File: src/rtl/bcd_convert_sequencer.sv
// bcd_convert_sequencer: round-robin sharing of one binary-to-BCD converter between two requesters,
// with converter start sequencing, completion watchdog and a valid/ready result port.
module bcd_convert_sequencer #(
  parameter int TIMEOUT_CYCLES = 127,
  parameter int TMO_W          = 7
) (
  input  logic        clk_i,
  input  logic        rst_ni,
  input  logic        req0_valid_i,
  input  logic [31:0] req0_value_i,
  output logic        req0_ready_o,
  input  logic        req1_valid_i,
  input  logic [31:0] req1_value_i,
  output logic        req1_ready_o,
  output logic [31:0] conv_number_o,
  output logic        conv_start_o,
  input  logic        conv_complete_i,
  input  logic [39:0] conv_digits_i,
  output logic        res_valid_o,
  input  logic        res_ready_i,
  output logic        res_id_o,
  output logic [39:0] res_bcd_o,
  output logic [3:0]  res_msd_o,
  output logic        res_timeout_o,
  output logic        busy_o
);
  typedef enum logic [1:0] {IDLE, LOAD, RUN, DELIVER} state_t;
  state_t state, state_nxt;
  logic rr, g0, g1, take, finish, tmo_hit;
  logic [TMO_W-1:0] cnt;
  logic [3:0] msd_nxt;
  // rr names the requester preferred on the next tie
  assign g0      = req0_valid_i & (~req1_valid_i | ~rr);
  assign g1      = req1_valid_i & (~req0_valid_i | rr);
  assign take    = (state == IDLE) & (g0 | g1);
  assign tmo_hit = cnt == TMO_W'(TIMEOUT_CYCLES - 1);
  assign finish  = (state == RUN) & (conv_complete_i | tmo_hit);
  always_ff @(posedge clk_i or negedge rst_ni)
    if (!rst_ni) state <= IDLE;
    else state <= state_nxt;
  always_comb
    state_nxt = state == IDLE ? (take ? LOAD : IDLE) :
                state == LOAD ? RUN :
                state == RUN  ? (finish ? DELIVER : RUN) :
                                (res_ready_i ? IDLE : DELIVER);
  always_comb begin
    req0_ready_o = (state == IDLE) & g0;
    req1_ready_o = (state == IDLE) & g1;
    conv_start_o = state == RUN;
    res_valid_o  = state == DELIVER;
    busy_o       = state != IDLE;
  end
  always_comb begin
    msd_nxt = '0;
    for (int i = 0; i < 10; i++)
      if (conv_digits_i[4*i +: 4] != 4'd0) msd_nxt = 4'(i);
  end
  always_ff @(posedge clk_i or negedge rst_ni)
    if (!rst_ni) begin
      rr            <= 1'b0;
      conv_number_o <= '0;
      res_id_o      <= 1'b0;
      cnt           <= '0;
      res_bcd_o     <= '0;
      res_msd_o     <= '0;
      res_timeout_o <= 1'b0;
    end else begin
      cnt <= state == RUN ? cnt + 1'b1 : '0;
      if (take) begin
        conv_number_o <= g0 ? req0_value_i : req1_value_i;
        res_id_o      <= ~g0;
        rr            <= g0;
      end
      // a completion in the watchdog's last cycle still counts as success
      if (finish) begin
        res_bcd_o     <= conv_complete_i ? conv_digits_i : '0;
        res_msd_o     <= conv_complete_i ? msd_nxt : '0;
        res_timeout_o <= ~conv_complete_i;
      end
    end
endmodule

File: config.mk
export PLATFORM = sky130hd
export DESIGN_NAME = bcd_convert_sequencer
export DESIGN_NICKNAME = d
export VERILOG_FILES = /design/src/rtl/bcd_convert_sequencer.sv
export SDC_FILE = /design/constraint.sdc
export NUM_CORES = 1
export LEC_CHECK = 0
export ABC_AREA = 1
export BUFFER_PORTS_ARGS = -buffer_cell sky130_fd_sc_hd__buf_2
export CAP_MARGIN = 5
export CORE_UTILIZATION = 43
export CTS_CLUSTER_DIAMETER = 100
export DETAILED_ROUTE_END_ITERATION = 12
export PLACE_DENSITY = 0.86
export SLEW_MARGIN = 15
export SYNTH_ARGS = -nofsm -noshare
export SYNTH_HDL_FRONTEND = slang
export SYNTH_SLANG_ARGS = --single-unit
export TNS_END_PERCENT = 10
File: constraint.sdc
create_clock -name clk_i -period 2.3 [get_ports clk_i]
set_input_delay 0.345 -clock clk_i [delete_from_list [all_inputs] [get_ports clk_i]]
set_output_delay 0.345 -clock clk_i [all_outputs]
set_load 0.05 [all_outputs]
# [Word level (Yosys, flattened, before mapping)]
# Index checks and enable logic that the tools add are counted.
[classes] bitwise=15 n_lt_le_gt_ge=0 div_mod_pow=0 multipliers=0 n_reduce_logical=11 addsub=1 eq_ne=4 muxes=19 shifts=0
[op_table] op="$mux W40" n=1
[op_table] op="$mux W4" n=9
[op_table] op="$reduce_bool A4 Y1" n=9
[op_table] op="$mux W32" n=1
[op_table] op="$mux W2" n=4
[op_table] op="$add A7 B1 Y7 const B" n=1
[op_table] op="$eq A7 B7 Y1 const B" n=1
[op_table] op="$mux W7" n=1
[op_table] op="$and A1 B1 Y1" n=6
[op_table] op="$not A1 Y1" n=5
[op_table] op="$eq A2 B2 Y1 const B" n=2
[op_table] op="$or A1 B1 Y1" n=4
[op_table] op="$mux W1" n=3
[op_table] op="$eq A2 B1 Y1 const B" n=1
[op_table] op="$logic_not A2 Y1" n=1
[op_table] op="$reduce_bool A2 Y1" n=1
[totals] register_bits=88 elab_cells=58 memories=0 latchBits=0 romBits=0 out_inout_bits=83 in_bits=110 ramBits=0

# [Longest topological paths before layout]
[depth] ltp_word=11 depth_mapped=13 depth_no_buf=13

# [Worst setup path after synthesis]
# OpenSTA, ideal clock, no wires.
[synth_path] path_type="register to output" from="reg state[0]" to="out req1_ready_o" stages_incl_launch_ff=5 slack_ns=0.643 t_required_ns=1.955 t_arrival_ns=1.312 cell_sequence="dfrtp_1 nor2_2 inv_2 a211oi_4 buf_6"
[synth_between] elab_chain_cells=2
[synth_rtl] item="start: declaration" line_no="28" text="state_t state, state_nxt;"
[synth_rtl] item="start signal: assignment" line_no="40" text="else state <= state_nxt;"
[synth_rtl] item="$logic_not A2 Y1" line_no="48" text="req1_ready_o = (state == IDLE) & g1;"
[synth_rtl] item="$and A1 B1 Y1" line_no="48"
[synth_rtl] item="end: declaration" line_no="14" text="output logic req1_ready_o,"
# No other way between the ends.

# [Worst setup path in the final report]
# Ends and elaborated chain as after synthesis.

==> flow_metrics.py <==
metrics = {
    "run_status": {
        "status": "completed",
    },
    "timing": {
        "fmax_mhz": 460,
        "tns_ns": 0,
        "slew_viol_final": 0,
        "finClkSkew_ns": 0.0173,
        "setup_viol": 0,
        "rsz0062_at_grt": "no",
        "hold_ws_ns": 0.213,
        "fin_crit_sh_pct": 94.5,
        "tightestPinTransition_ns": 0.725,
        "final.min_clock_period_ns": 2.17,
        "setup_ws_ns": 0.127,
        "finalHoldViolations": 0,
        "relSlewSlack_pct": 51.6,
    },
    "yosys": {
        "syn_nets": 505,
        "netlist_area_sq_um": 3730,
        "synth_cell_types": 26,
        "synth_flop_cell": "dfrtp_1",
        "synth_top_area_share_pct": 59.0,
        "synth_area_per_cell_sq_um": 9.50,
        "netlist_top_cells_area": "dfrtp_1 59%, nand2_1 13%, a22oi_1 6.4%",
        "ys_warn_count": 0,
        "syn_inst": 393,
        "synth_edf_count": 0,
        "synth_largest_area_cell": "dfrtp_1",
        "synthArstFlopShare_pct": 100,
        "ys_seq_area_share_pct": 59.0,
        "synth_seq_cells": 88,
    },
    "final_layout": {
        "antenna_cells": 0,
        "final_cell_mix": "191 x buf_2, 130 x nand2_1, 88 x dfrtp_1",
        "layout_commonest_cell": "buf_2",
        "nNetsFinal": 700,
        "syn2layout_area_growth_pct": 33.0,
        "drive_gt1_share_pct": 38.1,
        "finalInstanceArea_sq_um": 4960,
    },
    "worst_setup_path": {
        "slowest_delay_ns": 0.49,
        "crit_path_end_kind": "primary output",
        "r2r_setup_slack_ns": 0.51,
        "crit_arrival_ns": 1.83,
        "crit_path_max_fanout": 12,
        "start_kind": "flip-flop",
        "slowest_stage": "a211oi_4",
        "worstRegToRegCells": 6,
        "crit_start": "state[0]",
        "worstPathRequired_ns": 1.96,
        "cp-endpoint": "req1_ready_o",
        "r2r_start": "state[0]",
        "worstSetupPathType": "flip-flop to primary output",
        "r2r-end": "conv_number_o[3]",
        "path_cells": "nor2_2, inv_2, a211oi_4, buf_2",
    },
    "floorplanning": {
        "rows": 33,
        "start_util_pct": 45.0,
        "die_area_sq_um": 9060,
        "io-pin-count": 193,
        "die_x_microns": 95.2,
        "coreArea_sq_um": 8300,
        "die_height_microns": 95.2,
    },
    "grt": {
        "grt_pass1_vias": 3334,
        "track_usage_pct": 21.1,
        "antenna_found_initial": 0,
        "grt-ovfl-total": 0,
        "grt_max_degree": 45,
        "grt_pass1_wl_microns": 14700,
    },
    "clocking": {
        "ctsHoldBuffers": 1,
        "cts_buffers": 9,
        "cts_root_buf": "clkbuf_8",
        "htree_levels": 3,
        "ctsResizeCount": 0,
        "cts_setup_buffers": 0,
        "path_clk_slew_ns": 0.09,
        "cts_sinks": 88,
        "clock_path_buffers": 2,
        "clock_latency_ns": 0.35,
        "cts_tree": "done",
    },
    "detailed_routing": {
        "vias": 3494,
        "antenna_left": 0,
        "routed_via_density": 5.01,
        "drt_iter0_markers": 99,
        "drc": 0,
        "firstDrtPassIters": 4,
        "drt-wirelength-per-cell_microns": 13.9,
        "routed_wl_microns": 9690,
    },
    "placement": {
        "dp_slack_ns": 0.496,
        "numPortBuffers": 192,
        "placed_cell_area_sq_um": 4780,
        "dp_hpwl_microns": 7320,
        "place_congestion": 0.845,
    },
    "power": {
        "p_per_area_nw_per_um2": 1600,
        "finalPower_w": 0.00794,
        "p_leak_nw": 2.83,
        "ir_worst_vdd_uv": 962,
    },
    "job": {
        "maxCapViolCount": 0,
    },
    "min_path": {
        "min_path_type": "primary input to flip-flop",
        "holdPathStages": 3,
    },
}
[state kept, by name, summed over array words and instances, names as in the netlist]
| register | cells |
|---|---|
| conv_number_o | 32 |
| res_timeout_o | 1 |
| state | 2 |
| rr | 1 |
| cnt | 7 |
| res_id_o | 1 |
| res_bcd_o | 40 |
| res_msd_o | 4 |
[cells by family after synthesis]
kind of cell | Yosys count | synth area share (%)
and+or+nand+nor | 165 | 18.2
DFF | 88 | 59.0
AOI/OAI and AO/OA | 81 | 14.9
buffers and inverters | 57 | 7.24
adders and majority gates | 2 | 0.670
[report_power, final]
group | internal (W) | leakage [nW] | total [W] | switching [W]
Clock | 0.000426 | 0.0866 | 0.000956 | 0.000531
Combinational | 0.00100 | 1.65 | 0.00439 | 0.00339
Sequential | 0.00221 | 1.10 | 0.00259 | 0.000377
[routing by layer]
metal  part of all wire (%)  global-route usage (%)  wire [microns]
met5                      0                       0               0
met1                     42                    24.5            4030
met4                   0.98                    7.20              95
met2                     49                    37.4            4770
met3                    8.2                    5.66             793
[synthesized netlist by cell type, types with 2 or more instances]
cell,number
a21oi_1,6
a22o_1,13
a22oi_1,32
buf_2,9
buf_6,6
clkbuf_1,2
dfrtp_1,88
ha_1,2
inv_1,37
inv_2,3
nand2_1,130
nand2_2,3
nand3_1,3
nand4_1,4
nor2_1,11
nor2_2,2
nor2_4,2
nor3_1,6
nor4_1,2
o21ai_0,26
[stage by stage]
| step | instances | util (%) |
|---|---|---|
| 6_report | 698 | 59.8 |
| 5_1_grt | 698 | 59.8 |
| 4_1_cts | 698 | 59.8 |
| 3_5_place_dp | 681 | 57.6 |
| 3_3_place_gp | 681 | 57.6 |
| 2_1_floorplan | 393 | - |
[final cells by class]
class / count / area (sq um)
clock buffers: 12 / 145
clock inverters: 4 / 30.0
fillers: 713 / 3330
inverters: 40 / 150
multi-input cells: 248 / 1260
flip-flops and latches: 88 / 2200
well taps: 105 / 131
repair buffers: 201 / 1050
[worst min-delay path by stage]
stage	slack, ns	start	end
CTS	0.20	req1_value_i[24]	conv_number_o[24]
global route	0.21	req1_value_i[13]	conv_number_o[13]
finish	0.21	conv_digits_i[23]	res_bcd_o[23]
floorplan	0.05	rst_ni	cnt[0]
detailed placement	0.38	rst_ni	res_bcd_o[36]
global placement	0.37	rst_ni	res_bcd_o[36]
[worst max-delay path: cells and delay by family (launching register included)]
family,cells,cell delay (ns)
buffers and inverters,2,0.45
AOI/OAI and AO/OA,1,0.49
and+or+nand+nor,1,0.11
DFF,1,0.44
Power figures use the tool's default switching activity.
